## src/rtl/mem_access_if.sv

```systemverilog
// mem_access_if: execute-side handshake, data-memory port and write-back bundle of the memory stage
interface mem_access_if #(parameter int DATA_W = 64);
  logic              ex_valid;
  logic              ex_ready;
  logic [31:0]       ex_instruction;
  logic [DATA_W-1:0] ex_branch_addr;
  logic [DATA_W-1:0] ex_result;
  logic [DATA_W-1:0] ex_data2;
  logic              ex_zero;
  logic              ex_b;
  logic              ex_bz;
  logic              ex_bnz;
  logic              ex_mem_read;
  logic              ex_mem_write;
  logic              ex_mem_to_reg;
  logic              ex_reg_write;
  logic              dmem_req;
  logic              dmem_we;
  logic [DATA_W-1:0] dmem_addr;
  logic [DATA_W-1:0] dmem_wdata;
  logic              dmem_ack;
  logic [DATA_W-1:0] dmem_rdata;
  logic              pc_src;
  logic [DATA_W-1:0] branch_target;
  logic              wb_valid;
  logic              wb_reg_write;
  logic [4:0]        wb_reg;
  logic [DATA_W-1:0] wb_data;
  modport slave (
    input  ex_valid, ex_instruction, ex_branch_addr, ex_result, ex_data2, ex_zero,
           ex_b, ex_bz, ex_bnz, ex_mem_read, ex_mem_write, ex_mem_to_reg, ex_reg_write,
           dmem_ack, dmem_rdata,
    output ex_ready, dmem_req, dmem_we, dmem_addr, dmem_wdata,
           pc_src, branch_target, wb_valid, wb_reg_write, wb_reg, wb_data
  );
  modport master (
    output ex_valid, ex_instruction, ex_branch_addr, ex_result, ex_data2, ex_zero,
           ex_b, ex_bz, ex_bnz, ex_mem_read, ex_mem_write, ex_mem_to_reg, ex_reg_write,
           dmem_ack, dmem_rdata,
    input  ex_ready, dmem_req, dmem_we, dmem_addr, dmem_wdata,
           pc_src, branch_target, wb_valid, wb_reg_write, wb_reg, wb_data
  );
endinterface

```

## src/rtl/mem_access_stage.sv

```systemverilog
// mem_access_stage: LEGv8 EX/MEM register, data-memory access, branch resolve and write-back bundle
module mem_access_stage #(parameter int DATA_W = 64) (
  input logic         clk,
  input logic         rst_n,
  mem_access_if.slave bus
);
  typedef enum logic [1:0] {EMPTY, HOLD, ACCESS} state_t;
  typedef struct packed {
    logic [4:0]        rd;
    logic [DATA_W-1:0] br;
    logic [DATA_W-1:0] res;
    logic [DATA_W-1:0] d2;
    logic              z;
    logic              b;
    logic              bz;
    logic              bnz;
    logic              mr;
    logic              mw;
    logic              m2r;
    logic              rw;
  } held_t;
  state_t            state_q, state_d;
  held_t             held_q, held_d;
  logic              wb_valid_q, wb_valid_d;
  logic              wb_reg_write_q, wb_reg_write_d;
  logic              pc_src_q, pc_src_d;
  logic [4:0]        wb_reg_q, wb_reg_d;
  logic [DATA_W-1:0] wb_data_q, wb_data_d;
  logic [DATA_W-1:0] branch_target_q, branch_target_d;
  logic              accept, retire, load_data;
  // capture on handshake, retire HOLD immediately or ACCESS on ack; write wins over read
  always_comb begin
    accept          = bus.ex_valid && state_q != ACCESS;
    retire          = state_q == HOLD || (state_q == ACCESS && bus.dmem_ack);
    load_data       = held_q.mr && !held_q.mw && held_q.m2r;
    state_d         = accept ? ((bus.ex_mem_read || bus.ex_mem_write) ? ACCESS : HOLD)
                             : (retire ? EMPTY : state_q);
    held_d          = accept ? held_t'{rd: bus.ex_instruction[4:0], br: bus.ex_branch_addr,
                                       res: bus.ex_result, d2: bus.ex_data2, z: bus.ex_zero,
                                       b: bus.ex_b, bz: bus.ex_bz, bnz: bus.ex_bnz,
                                       mr: bus.ex_mem_read, mw: bus.ex_mem_write,
                                       m2r: bus.ex_mem_to_reg, rw: bus.ex_reg_write}
                             : held_q;
    wb_valid_d      = retire;
    wb_reg_write_d  = retire && held_q.rw;
    pc_src_d        = retire && (held_q.b || (held_q.bz && held_q.z) || (held_q.bnz && !held_q.z));
    wb_reg_d        = retire ? held_q.rd : wb_reg_q;
    wb_data_d       = retire ? (load_data ? bus.dmem_rdata : held_q.res) : wb_data_q;
    branch_target_d = retire ? held_q.br : branch_target_q;
  end
  // state, EX/MEM register and write-back registers
  always_ff @(posedge clk or negedge rst_n) begin
    if (!rst_n) begin
      state_q         <= EMPTY;
      held_q          <= '0;
      wb_valid_q      <= 1'b0;
      wb_reg_write_q  <= 1'b0;
      pc_src_q        <= 1'b0;
      wb_reg_q        <= '0;
      wb_data_q       <= '0;
      branch_target_q <= '0;
    end else begin
      state_q         <= state_d;
      held_q          <= held_d;
      wb_valid_q      <= wb_valid_d;
      wb_reg_write_q  <= wb_reg_write_d;
      pc_src_q        <= pc_src_d;
      wb_reg_q        <= wb_reg_d;
      wb_data_q       <= wb_data_d;
      branch_target_q <= branch_target_d;
    end
  end
  assign bus.ex_ready      = state_q != ACCESS;
  assign bus.dmem_req      = state_q == ACCESS;
  assign bus.dmem_we       = state_q == ACCESS && held_q.mw;
  assign bus.dmem_addr     = held_q.res;
  assign bus.dmem_wdata    = held_q.d2;
  assign bus.wb_valid      = wb_valid_q;
  assign bus.wb_reg_write  = wb_reg_write_q;
  assign bus.pc_src        = pc_src_q;
  assign bus.wb_reg        = wb_reg_q;
  assign bus.wb_data       = wb_data_q;
  assign bus.branch_target = branch_target_q;
endmodule

```

## src/flat_wrapper.sv

```systemverilog
// flat-port wrapper written by rule: the top's interface ports become plain ports
module mem_access_stage_flat 
#(parameter int DATA_W = 64)
  (clk, rst_n, bus_ex_valid, bus_ex_instruction, bus_ex_branch_addr, bus_ex_result, bus_ex_data2, bus_ex_zero, bus_ex_b, bus_ex_bz, bus_ex_bnz, bus_ex_mem_read, bus_ex_mem_write, bus_ex_mem_to_reg, bus_ex_reg_write, bus_dmem_ack, bus_dmem_rdata, bus_ex_ready, bus_dmem_req, bus_dmem_we, bus_dmem_addr, bus_dmem_wdata, bus_pc_src, bus_branch_target, bus_wb_valid, bus_wb_reg_write, bus_wb_reg, bus_wb_data);
  mem_access_if #(.DATA_W(DATA_W)) bus_i ();
  input logic clk;
  input logic rst_n;
  input wire logic [$bits(bus_i.ex_valid)-1:0] bus_ex_valid;
  input wire logic [$bits(bus_i.ex_instruction)-1:0] bus_ex_instruction;
  input wire logic [$bits(bus_i.ex_branch_addr)-1:0] bus_ex_branch_addr;
  input wire logic [$bits(bus_i.ex_result)-1:0] bus_ex_result;
  input wire logic [$bits(bus_i.ex_data2)-1:0] bus_ex_data2;
  input wire logic [$bits(bus_i.ex_zero)-1:0] bus_ex_zero;
  input wire logic [$bits(bus_i.ex_b)-1:0] bus_ex_b;
  input wire logic [$bits(bus_i.ex_bz)-1:0] bus_ex_bz;
  input wire logic [$bits(bus_i.ex_bnz)-1:0] bus_ex_bnz;
  input wire logic [$bits(bus_i.ex_mem_read)-1:0] bus_ex_mem_read;
  input wire logic [$bits(bus_i.ex_mem_write)-1:0] bus_ex_mem_write;
  input wire logic [$bits(bus_i.ex_mem_to_reg)-1:0] bus_ex_mem_to_reg;
  input wire logic [$bits(bus_i.ex_reg_write)-1:0] bus_ex_reg_write;
  input wire logic [$bits(bus_i.dmem_ack)-1:0] bus_dmem_ack;
  input wire logic [$bits(bus_i.dmem_rdata)-1:0] bus_dmem_rdata;
  output wire logic [$bits(bus_i.ex_ready)-1:0] bus_ex_ready;
  output wire logic [$bits(bus_i.dmem_req)-1:0] bus_dmem_req;
  output wire logic [$bits(bus_i.dmem_we)-1:0] bus_dmem_we;
  output wire logic [$bits(bus_i.dmem_addr)-1:0] bus_dmem_addr;
  output wire logic [$bits(bus_i.dmem_wdata)-1:0] bus_dmem_wdata;
  output wire logic [$bits(bus_i.pc_src)-1:0] bus_pc_src;
  output wire logic [$bits(bus_i.branch_target)-1:0] bus_branch_target;
  output wire logic [$bits(bus_i.wb_valid)-1:0] bus_wb_valid;
  output wire logic [$bits(bus_i.wb_reg_write)-1:0] bus_wb_reg_write;
  output wire logic [$bits(bus_i.wb_reg)-1:0] bus_wb_reg;
  output wire logic [$bits(bus_i.wb_data)-1:0] bus_wb_data;
  assign bus_i.ex_valid = bus_ex_valid;
  assign bus_i.ex_instruction = bus_ex_instruction;
  assign bus_i.ex_branch_addr = bus_ex_branch_addr;
  assign bus_i.ex_result = bus_ex_result;
  assign bus_i.ex_data2 = bus_ex_data2;
  assign bus_i.ex_zero = bus_ex_zero;
  assign bus_i.ex_b = bus_ex_b;
  assign bus_i.ex_bz = bus_ex_bz;
  assign bus_i.ex_bnz = bus_ex_bnz;
  assign bus_i.ex_mem_read = bus_ex_mem_read;
  assign bus_i.ex_mem_write = bus_ex_mem_write;
  assign bus_i.ex_mem_to_reg = bus_ex_mem_to_reg;
  assign bus_i.ex_reg_write = bus_ex_reg_write;
  assign bus_i.dmem_ack = bus_dmem_ack;
  assign bus_i.dmem_rdata = bus_dmem_rdata;
  assign bus_ex_ready = bus_i.ex_ready;
  assign bus_dmem_req = bus_i.dmem_req;
  assign bus_dmem_we = bus_i.dmem_we;
  assign bus_dmem_addr = bus_i.dmem_addr;
  assign bus_dmem_wdata = bus_i.dmem_wdata;
  assign bus_pc_src = bus_i.pc_src;
  assign bus_branch_target = bus_i.branch_target;
  assign bus_wb_valid = bus_i.wb_valid;
  assign bus_wb_reg_write = bus_i.wb_reg_write;
  assign bus_wb_reg = bus_i.wb_reg;
  assign bus_wb_data = bus_i.wb_data;
  mem_access_stage #(.DATA_W(DATA_W)) u_core (.clk(clk), .rst_n(rst_n), .bus(bus_i));
endmodule
```

## config.mk

```make
export PLATFORM = sky130hd
export DESIGN_NAME = mem_access_stage_flat
export DESIGN_NICKNAME = d
export VERILOG_FILES = /design/src/rtl/mem_access_if.sv /design/src/rtl/mem_access_stage.sv /design/src/flat_wrapper.sv
export SDC_FILE = /design/constraint.sdc
export NUM_CORES = 1
export LEC_CHECK = 0
export CORE_AREA = 3 3 222 224
export DETAILED_ROUTE_END_ITERATION = 8
export DIE_AREA = 0 0 225 227
export DONT_BUFFER_PORTS = 1
export GPL_ROUTABILITY_DRIVEN = 0
export REMOVE_ABC_BUFFERS = 1
export SKIP_CTS_REPAIR_TIMING = 1
export SYNTH_ARGS = -nofsm -noshare
export SYNTH_HDL_FRONTEND = slang
export SYNTH_SLANG_ARGS = --single-unit
```

## constraint.sdc

```tcl
create_clock -name clk -period 2.4 [get_ports clk]
set_input_delay 0.48 -clock clk [delete_from_list [all_inputs] [get_ports clk]]
set_output_delay 0.48 -clock clk [all_outputs]
set_load 0.05 [all_outputs]
```

== Word level (Yosys, flattened, before mapping) ==
Cells that the tools add are included.

* Register bits after elaboration: 343
* Input port bits: 300

* Equality and inequality tests: 3
* Multiplexer cells: 4
* Reductions and logical operators: 16

{| class="wikitable"
|+ Operator list
! operator !! number
|-
| $mux 64 || 1
|-
| $logic_and 1x1->1 || 9
|-
| $mux 2 || 3
|-
| $logic_or 1x1->1 || 4
|-
| $eq 2x1->1 const B || 1
|-
| $eq 2x2->1 const B || 1
|-
| $logic_not 1->1 || 2
|-
| $ne 2x2->1 const B || 1
|-
| $reduce_bool 2->1 || 1
|}

== Depth between registers and ports, before layout ==
Gate-level depths: netlist of the first run.

* Depth in word-level cells: 5
* Gate-level depth with buffers: 6

== Least setup slack after synthesis of the first run ==
Ideal clock, no wire load.

* Kind: register to register
* From: register u_core.state_q[0]
* To: register u_core.held_q, in the netlist u_core.bus.dmem_wdata[13]
* Setup time: 0.125 ns
* Arrival time: 1.837 ns
* Slack: 0.439 ns
* Cell stages (with the launch flop): 7
* Clock period less this slack: 1.961 ns
* Cells stage by stage: dfrtp_1 nor2b_4 inv_2 nand2_1 buf_4 buf_4 mux2_2

* Word-level cells in the longest chain between the ends: 2

{| class="wikitable"
|+ RTL lines
! element !! line !! RTL
|-
| start: declaration || mem_access_stage.sv:22 || <nowiki>state_t state_q, state_d;</nowiki>
|-
| start signal: assignment || mem_access_stage.sv:63 || <nowiki>state_q <= state_d;</nowiki>
|-
| $ne 2x2->1 || n/a ||
|-
| net bus_ex_ready || flat_wrapper.sv:23 || <nowiki>output wire logic [$bits(bus_i.ex_ready)-1:0] bus_ex_ready;</nowiki>
|-
| $logic_and 1x1->1 || mem_access_stage.sv:33 || <nowiki>accept = bus.ex_valid && state_q != ACCESS;</nowiki>
|-
| end signal: assignment || mem_access_stage.sv:64 || <nowiki>held_q <= held_d;</nowiki>
|-
| end: declaration || mem_access_stage.sv:23 || <nowiki>held_t held_q, held_d;</nowiki>
|}

The timed path passes the listed nets, and every way through them passes these cells.
A chain may end at the register's enable or synchronous reset.

== Worst setup path in the final report of the first run ==
* From: register u_core.state_q[1]
* To: output bus_dmem_we

* Word-level cells in the longest chain between the ends: 2

{| class="wikitable"
|+ RTL lines
! element !! line !! RTL
|-
| $eq 2x2->1 || mem_access_stage.sv:75 || <nowiki>assign bus.dmem_we = state_q == ACCESS && held_q.mw;</nowiki>
|-
| $logic_and 1x1->1 || mem_access_stage.sv:75 ||
|-
| end: declaration || flat_wrapper.sv:25 || <nowiki>output wire logic [$bits(bus_i.dmem_we)-1:0] bus_dmem_we;</nowiki>
|}

Every way passes these cells.

==> results of run 1 <==
-- synthesized netlist by cell type --
| library cell | number |
|---|---|
| sky130_fd_sc_hd__nor2b_4 | 1 |
| sky130_fd_sc_hd__nor2_1 | 1 |
| sky130_fd_sc_hd__mux2_2 | 366 |
| sky130_fd_sc_hd__inv_2 | 1 |
| sky130_fd_sc_hd__o21a_1 | 2 |
| sky130_fd_sc_hd__a211oi_1 | 2 |
| sky130_fd_sc_hd__nand2_1 | 2 |
| sky130_fd_sc_hd__buf_4 | 145 |
| sky130_fd_sc_hd__and2_1 | 2 |
| sky130_fd_sc_hd__buf_2 | 22 |
| sky130_fd_sc_hd__nor2b_1 | 1 |
| sky130_fd_sc_hd__buf_6 | 5 |
| sky130_fd_sc_hd__dfrtp_1 | 343 |
| sky130_fd_sc_hd__a21o_1 | 1 |
| sky130_fd_sc_hd__nor3_1 | 1 |
| sky130_fd_sc_hd__mux2_1 | 37 |
| sky130_fd_sc_hd__nand3b_1 | 1 |
-- area by class of cell --
| type | instances | area, µm² |
|---|---|---|
| Timing Repair Buffer | 12 | 168 |
| Sequential cell | 343 | 8580 |
| Clock buffer | 53 | 1110 |
| Antenna cell | 2 | 5.00 |
| Fill cell | 4648 | 32000 |
| Multi-Input combinational cell | 417 | 4650 |
| Tap cell | 615 | 769 |
| Inverter | 1 | 3.75 |
| Clock inverter | 15 | 226 |
-- worst reg2reg max path, stage by stage, from the launching register on --
cell and delay [ns]:
sky130_fd_sc_hd__dfrtp_1 0.40, sky130_fd_sc_hd__nor2b_4 0.22, sky130_fd_sc_hd__inv_2 0.07, sky130_fd_sc_hd__nand2_4 0.17, sky130_fd_sc_hd__buf_12 0.33, sky130_fd_sc_hd__mux2_2 0.50
-- cell families after synthesis --
group	after synthesis
buffers and inverters	173
AOI/OAI and AO/OA	5
DFF	343
and+or+nand+nor	9
muxes	403
-- per-layer routing --
| layer | GRT usage | wire [µm] | up-vias |
|---|---|---|---|
| met5 | 0 | 13 | - |
| li1 | - | - | 2876 |
| met3 | 0.0553 | 3650 | 57 |
| met4 | 0.0377 | 735 | 2 |
| met1 | 0.116 | 10500 | 3425 |
| met2 | 0.199 | 15600 | 360 |
-- metrics by stage --
step	cells	instance area, µm²	hold WS (ns)	setup WS [ns]
after floorplan	761	13200	0.184	-3.66
after global placement	1387	14200	0.192	0.638
after detailed placement	1387	14200	0.192	0.623
after CTS	1455	15500	-0.391	0.00825
after global routing	1456	15500	-0.393	0.102
final	1458	15500	-0.346	0.193
-- worst paths after layout --
| check | end | from | depth (start not counted) | slack [ns] |
|---|---|---|---|---|
| setup / recovery | bus_dmem_we | u_core.state_q[1]$_DFFE_PN0P_ | 3 | 0.19 |
| hold / removal | u_core.bus.dmem_addr[37]$_DFFE_PN0P_ | rst_n | 0 | -0.35 |
| setup reg to reg | u_core.bus.dmem_addr[52]$_DFFE_PN0P_ | u_core.state_q[1]$_DFFE_PN0P_ | 5 | 0.59 |
| hold reg to reg | u_core.bus.wb_reg_write$_DFF_PN0_ | u_core.held_q[0]$_DFFE_PN0P_ | 1 | 0.48 |
| max in group asynchronous | u_core.bus.branch_target[25]$_DFFE_PN0P_ | rst_n | 0 | 1.99 |
| min in group clk | u_core.held_q[149]$_DFFE_PN0P_ | bus_ex_branch_addr[13] | 1 | 0.09 |
==> results.toml, run 1 <==
[detailed_routing]
avgRoutedWirePerCell_um = 20.9
routed_via_density = 4.61
drc_errors = 0
drt_first_pass_iters = 4
final_wirelength_mm = 30.5
drt_first_iter_violations = 216
dr_total_vias = 6720
antenna_violating_nets_post_route = 0

[layout]
max_flop_register = "u_core.held_q"
syn2layout_area_growth_pct = 7.18
flip_flop_count_of_the_largest_register_after_layout = 77
most_common_cell_after_layout_fill_and_taps_aside = "sky130_fd_sc_hd__mux2_2"
final_core_utilization = 0.326
design.final.nets = 1113
layout-drive-gt1-share = 0.528
mostFrequentLayoutCells = "sky130_fd_sc_hd__mux2_2 (366), sky130_fd_sc_hd__dfrtp_1 (343), sky130_fd_sc_hd__clkbuf_16 (39)"

[worst_setup_path]
arrival_time_of_the_worst_setup_path_ns = 1.73
critPathMaxFanout = 4
crit_path_leading_delay_family = "simple AND/OR/NAND/NOR gates"
slowest_stage = "sky130_fd_sc_hd__dfrtp_1"
crit_path_cell_trace = "nor2b_4 > buf_4 > and2_2"
path_buf_inv = 1
critPathCaptureType = "output pin"
max_stage_delay_ns = 0.40
critPathKind = "flip-flop to output pin"
timing.critical_path.from_type = "flip-flop"
worst_ep_required_time_ns = 1.92

[synth]
number_of_synthesized_register_bits = 343
synth_cell_types = 17
synth-simple-area-share = 0.00389
yosys.area.top_type = "sky130_fd_sc_hd__dfrtp_1"
postSynthCellCount = 933
post_synth.cell_area_avg_um2 = 15.5
syn-cell-area_um2 = 14500
synth_compound_gate_area_share = 0.00259
synthTopCellsByArea = "sky130_fd_sc_hd__dfrtp_1 (59%), sky130_fd_sc_hd__mux2_2 (28%), sky130_fd_sc_hd__buf_4 (7.5%)"
yosysWarnings = 0
main_combinational_cell_family_by_area_after_synthesis = "multiplexers"
synthesized_area_fraction_occupied_by_xor_and_xnor_cells = 0
synth_mux_area_frac = 0.314
share_of_synthesized_cell_area_in_full_adder_half_adder_and_majority_cells = 0
synthDominantCellAreaShare = 0.593
synth_seq_area_share = 0.593

[clock_network]
cts.htree.levels = 2
cts-root-to-sink-buffers = 3
clock-root-buffer = "sky130_fd_sc_hd__clkbuf_16"
clkSinkCount = 343
worst_skew_pair.late_latency_ns = 0.53
tritoncts = "yes"
cts.clk_slew.worst_paths_ns = 0.06
tritoncts.num_buffers = 38

[global_routing]
first_pass_grt_wire_length_mm = 44.4
gr-usage-all-layers = 0.112
grt_max_degree = 344
grt-ovfl-total = 0
vias_in_the_first_global_route = 7313
antenna_found_initial = 3

[floorplan]
placementRows = 80
io-pin-count = 567
die_span_y_um = 227
die_w_um = 225
dieArea_um2 = 51100
core_region_area_um2 = 47500
starting_density_of_the_core = 0.304

[place]
dp_hpwl_mm = 21.3
port-buffer-count = 0

[timing]
setup_violations = 0
final.period_utilization = 0.920
max_slew.worst_pin.slew_ns = 0.919
fin_worst_skew_ns = 0.0127
max_freq_mhz = 453
final-hold-violation-count = 343
rsz_0062_raised_after_global_routing = "false"
fin_hold_ws_ns = -0.346
final.setup.tns_ns = 0
slew_headroom = 0.387
count_of_final_max_slew_check_failures = 0
finalWorstPathRequiredPeriod_ns = 2.21

[outcome]
run_status = "complete, but fails checks"
failed_checks = "negative hold slack"

[run]
max_cap_viol_count = 0

[hold_path]
worst_hold_path_type = "input port to asynchronous set/reset pin"
Power of run 1 is left out: the tool's default activity adds up to more than one toggle a clock period on the data nets, which glitch-free logic cannot reach.
==> run 2, diff against run 1 <==
==> constraint.sdc (replaced) <==
create_clock -name clk -period 2.3 [get_ports clk]
set_input_delay 0.46 -clock clk [delete_from_list [all_inputs] [get_ports clk]]
set_output_delay 0.46 -clock clk [all_outputs]
set_load 0.05 [all_outputs]
==> run 2 against run 1 <==
The run still ends with negative hold slack left. Clock skew increased by 0.0031 ns. Worst hold slack got worse by 0.0094 ns. Wire length increased by 1.7%. First-iteration DRC count increased by 27%. Critical path depth unchanged. Sequential share of layout area increased by 0.45 points. Global-route usage increased by 0.13 points. Via count increased by 0.57%. Flip-flop and latch count unchanged. Non-clock buffer count increased by 7. Critical path type unchanged. Largest cell class unchanged.
==> results.toml, run 2 (same netlist as run 1, synthesis figures left out) <==
[outcome]
run_status = "complete, but fails checks"
failed_checks = "negative hold slack"

[clock_network]
cts-root-to-sink-buffers = 3
clock-root-buffer = "sky130_fd_sc_hd__clkbuf_16"
cts.clk_slew.worst_paths_ns = 0.06
clkSinkCount = 343
tritoncts.num_buffers = 38
tritoncts = "yes"
cts.htree.levels = 2
worst_skew_pair.late_latency_ns = 0.53

[worst_setup_path]
r2r-start = "u_core.state_q[1]$_DFFE_PN0P_"
worst_ep_required_time_ns = 1.84
r2r_cells = 4
critPathKind = "flip-flop to output pin"
crit-reg2reg-capture = "u_core.bus.wb_data[27]$_DFFE_PN0P_"
critPathCaptureType = "output pin"
arrival_time_of_the_worst_setup_path_ns = 1.71
timing.critical_path.from_type = "flip-flop"
reg2reg_setup_slack_ns = 0.42
critPathMaxFanout = 4

[place]
dp_hpwl_mm = 22.0
dpl_cell_area_um2 = 14200
port-buffer-count = 0
dpl_ws_ns = 0.403

[detailed_routing]
final_wirelength_mm = 31.0
met2_wirelength_mm = 15.8
routed_via_density = 4.63
dr_total_vias = 6758
drt_first_pass_iters = 4
highest_layer = "met5"
drt_first_iter_violations = 274
routedLengthMet1_mm = 11.0
drc_errors = 0
avgRoutedWirePerCell_um = 21.2
antenna_violating_nets_post_route = 0
wl_met3_mm = 3.54

[layout]
syn2layout_area_growth_pct = 6.31
mostFrequentLayoutCells = "sky130_fd_sc_hd__mux2_2 (366), sky130_fd_sc_hd__dfrtp_1 (343), sky130_fd_sc_hd__clkbuf_16 (39)"
max_flop_register = "u_core.held_q"
finish.instance_area_um2 = 15400
flip_flop_count_of_the_largest_register_after_layout = 77
fillers = 4633
layout-drive-gt1-share = 0.526
design.final.nets = 1120
most_common_cell_after_layout_fill_and_taps_aside = "sky130_fd_sc_hd__mux2_2"

[floorplan]
die_span_y_um = 227
placementRows = 80
core_region_area_um2 = 47500
dieArea_um2 = 51100
die_w_um = 225
starting_density_of_the_core = 0.304
io-pin-count = 567

[timing]
fin_hold_ws_ns = -0.355
max_slew.worst_pin.slew_ns = 0.584
setup_violations = 0
slew_headroom = 0.610
finalWorstPathRequiredPeriod_ns = 2.17
fin_worst_skew_ns = 0.0158
rsz_0062_raised_after_global_routing = "false"
final_critical_path_setup_slack_ns = 0.133
max_freq_mhz = 461
count_of_final_max_slew_check_failures = 0
final-hold-violation-count = 343
final.period_utilization = 0.942

[hold_path]
worst_hold_path_type = "input port to asynchronous set/reset pin"

[global_routing]
vias_in_the_first_global_route = 7220
gr-usage-all-layers = 0.113
grt-ovfl-total = 0
antenna_found_initial = 4
grt_max_degree = 344
first_pass_grt_wire_length_mm = 44.8

[run]
max_cap_viol_count = 0
[run 2: per-stage QoR]
step | utilization | setup TNS (ns) | cells | hold WS, ns
2_1_floorplan | - | -1025.79 | 761 | 0.164
3_3_place_gp | 0.299 | 0 | 1394 | 0.172
3_5_place_dp | 0.299 | 0 | 1394 | 0.172
4_1_cts | 0.323 | -0.0616 | 1457 | -0.403
5_1_grt | 0.324 | 0 | 1458 | -0.407
6_report | 0.324 | 0 | 1459 | -0.355
[run 2: worst max-delay path, cell delays in order, from the launching register on]
cell,delay (ns)
sky130_fd_sc_hd__dfrtp_1,0.39
sky130_fd_sc_hd__nor2b_4,0.22
sky130_fd_sc_hd__buf_4,0.23
sky130_fd_sc_hd__and2_2,0.35
[run 2: worst max path at each step]
stage,start,to,depth (start not counted)
global placement,u_core.state_q[1]$_DFFE_PN0P_,u_core.bus.wb_data[27]$_DFFE_PN0P_,4
floorplan,u_core.state_q[0]$_DFFE_PN0P_,u_core.bus.dmem_addr[0]$_DFFE_PN0P_,4
CTS,u_core.state_q[1]$_DFFE_PN0P_,bus_dmem_we,3
detailed placement,u_core.state_q[1]$_DFFE_PN0P_,u_core.bus.wb_data[54]$_DFFE_PN0P_,4
global route,u_core.state_q[1]$_DFFE_PN0P_,bus_dmem_we,3
finish,u_core.state_q[1]$_DFFE_PN0P_,bus_dmem_we,3
[run 2: area by class of cell]
class,instances,area [µm²],share of cell area
Antenna cell,1,2.50,0.000163
Clock buffer,55,1110,0.0719
Clock inverter,8,53.8,0.00350
Inverter,1,3.75,0.000244
Multi-Input combinational cell,417,4650,0.302
Sequential cell,343,8580,0.558
Tap cell,615,769,0.0500
Timing Repair Buffer,19,220,0.0143
[run 2: routing by layer]
| metal | vias to the layer above | track usage |
|---|---|---|
| met2 | 360 | 0.201 |
| met5 | - | 0 |
| met3 | 44 | 0.0538 |
| met4 | 2 | 0.0326 |
| li1 | 2890 | - |
| met1 | 3462 | 0.122 |
Power of run 2 is left out for the same reason.
==> run 3, diff against run 2 <==
--- a/config.mk
+++ b/config.mk
@@ -5,11 +5,14 @@
 export SDC_FILE = /design/constraint.sdc
 export NUM_CORES = 1
 export LEC_CHECK = 0
-export CORE_AREA = 3 3 222 224
+export CELL_PAD_IN_SITES_DETAIL_PLACEMENT = 0
+export CELL_PAD_IN_SITES_GLOBAL_PLACEMENT = 2
+export CORE_AREA = 3 3 220 222
 export DETAILED_ROUTE_END_ITERATION = 8
-export DIE_AREA = 0 0 225 227
+export DIE_AREA = 0 0 223 225
 export DONT_BUFFER_PORTS = 1
 export GPL_ROUTABILITY_DRIVEN = 0
+export PLACE_DENSITY_LB_ADDON = 0.1
 export REMOVE_ABC_BUFFERS = 1
 export SKIP_CTS_REPAIR_TIMING = 1
 export SYNTH_ARGS = -nofsm -noshare
==> run 3 against run 2 <==
The run ends with negative hold slack, max-slew violations left. Register-to-register slack improved by 0.03 ns. Non-clock buffer count fell by 10. Wire length rose by 16%. Worst hold slack worse by 0.020 ns. Global-route usage is 2.4 points higher. Cell count hardly changed. Critical path depth did not move. Maximum frequency grew 0.85%. Sequential share of layout area decreased by 0.67 points. Final area rose by 1.2%. Critical path type unchanged. Largest cell class unchanged.
==> results.toml, run 3 (same netlist as run 1, synthesis figures left out) <==
[worst_setup_path]
max_stage_delay_ns = 0.40
crit-reg2reg-capture = "u_core.bus.dmem_addr[19]$_DFFE_PN0P_"
critPathMaxFanout = 4
arrival_time_of_the_worst_setup_path_ns = 1.69
reg2reg_setup_slack_ns = 0.45
timing.critical_path.from_type = "flip-flop"
critPathCaptureType = "output pin"
crit_path_cell_trace = "nor2b_4 > buf_4 > and2_4"
r2r_cells = 5
worst_ep_required_time_ns = 1.84
crit_path_to = "bus_dmem_we"
slowest_stage = "sky130_fd_sc_hd__dfrtp_1"
cp-startpoint = "u_core.state_q[1]$_DFFE_PN0P_"
r2r-start = "u_core.state_q[1]$_DFFE_PN0P_"
critPathKind = "flip-flop to output pin"

[layout]
max_flop_register = "u_core.held_q"
fillers = 4454
finish.instance_area_um2 = 15600
area.sequential_um2 = 8580
multi_input_comb_area_um2 = 4650
mostFrequentLayoutCells = "sky130_fd_sc_hd__mux2_2 (366), sky130_fd_sc_hd__dfrtp_1 (343), sky130_fd_sc_hd__clkbuf_16 (41)"
design.final.nets = 1113
finish.cell_count_without_fillers = 1460
flip_flop_count_of_the_largest_register_after_layout = 77
layout-drive-gt1-share = 0.523
syn2layout_area_growth_pct = 7.61
most_common_cell_after_layout_fill_and_taps_aside = "sky130_fd_sc_hd__mux2_2"

[clock_network]
clkSinkCount = 343
clock-root-buffer = "sky130_fd_sc_hd__clkbuf_16"
cts.clk_slew.worst_paths_ns = 0.06
tritoncts = "yes"
cts-root-to-sink-buffers = 3
worst_skew_pair.late_latency_ns = 0.54
tritoncts.num_buffers = 41
cts.htree.levels = 2

[place]
dpl_cell_area_um2 = 14100
placed_cell_count = 1376
dp_hpwl_mm = 25.7
port-buffer-count = 0
dpl_ws_ns = 0.467

[global_routing]
globalRouteMet2Util = 0.240
antenna_found_initial = 20
grt_max_degree = 344
global_route.usage.met3 = 0.0685
first_pass_grt_wire_length_mm = 52.0
globalRoute.busiestLayer = "met2"
vias_in_the_first_global_route = 7679
gr-usage-all-layers = 0.138
groute.layer.met1.usage = 0.142
grt-ovfl-total = 0

[timing]
fin_worst_skew_ns = 0.0111
fin_hold_ws_ns = -0.375
final-hold-violation-count = 343
max_slew.worst_pin.slew_ns = 1.61
count_of_final_max_slew_check_failures = 68
rsz_0062_raised_after_global_routing = "false"
slew_headroom = -0.0718
max_freq_mhz = 465
finalWorstPathRequiredPeriod_ns = 2.15
final.period_utilization = 0.934
setup_violations = 0
final_critical_path_setup_slack_ns = 0.151

[detailed_routing]
avgRoutedWirePerCell_um = 24.7
drc_errors = 0
final_wirelength_mm = 36.0
routed_via_density = 4.65
drt_first_iter_violations = 269
antenna_violating_nets_post_route = 0
drt_first_pass_iters = 4
dr_total_vias = 6783

[floorplan]
io-pin-count = 567
die_w_um = 223
placementRows = 79
dieArea_um2 = 50200
core_region_area_um2 = 46600
die_span_y_um = 225
starting_density_of_the_core = 0.311

[outcome]
run_status = "complete, but fails checks"
failed_checks = "negative hold slack, max-slew violations"

[run]
max_cap_viol_count = 0

[hold_path]
worst_hold_path_type = "input port to asynchronous set/reset pin"
run 3: cell count changes in the layout (fill, tap and decap cells not counted), moves of 2 or more:
cell                        previous run  this run
sky130_fd_sc_hd__buf_4                12         2
sky130_fd_sc_hd__diode_2               1        10
sky130_fd_sc_hd__bufinv_16             0         5
sky130_fd_sc_hd__clkbuf_8              7        11
sky130_fd_sc_hd__clkinv_2              4         1
sky130_fd_sc_hd__clkbuf_1              9        11
sky130_fd_sc_hd__clkbuf_16            39        41
run 3: cell type report:
| cell class | instances | area share |
|---|---|---|
| Timing Repair Buffer | 9 | 0.00932 |
| Tap cell | 607 | 0.0488 |
| Clock buffer | 63 | 0.0782 |
| Multi-Input combinational cell | 417 | 0.299 |
| Antenna cell | 10 | 0.00161 |
| Inverter | 1 | 0.000241 |
| Clock inverter | 10 | 0.0122 |
| Sequential cell | 343 | 0.551 |
run 3: worst min path at each step:
stage / end / slack (ns) / depth (start not counted)
6_report: u_core.bus.dmem_addr[8]$_DFFE_PN0P_ / -0.38 / 0
5_1_grt: u_core.bus.branch_target[23]$_DFFE_PN0P_ / -0.42 / 0
4_1_cts: u_core.state_q[1]$_DFFE_PN0P_ / -0.43 / 0
3_5_place_dp: u_core.bus.dmem_addr[8]$_DFFE_PN0P_ / 0.17 / 0
3_3_place_gp: u_core.bus.dmem_addr[8]$_DFFE_PN0P_ / 0.17 / 0
2_1_floorplan: u_core.bus.branch_target[0]$_DFFE_PN0P_ / 0.16 / 0
run 3: metrics by stage:
step	util	setup TNS, ns
after global routing	0.334	0
after detailed placement	0.303	0
after CTS	0.334	-0.113
final	0.335	0
after global placement	0.303	0
after floorplan	-	-1025.79
run 3: critical path: cells and delay by family, from the launching register on:
family        cells  cell delay (ns)
simple gates      2             0.49
flops             1             0.40
buf+inv           1             0.25
run 3: routing by layer:
layer  wire length, µm  share of wire
met1             12500           0.35
met2             18200           0.51
met3              4080           0.11
met4              1080          0.030
met5               144         0.0040
Power of run 3 is left out for the same reason.
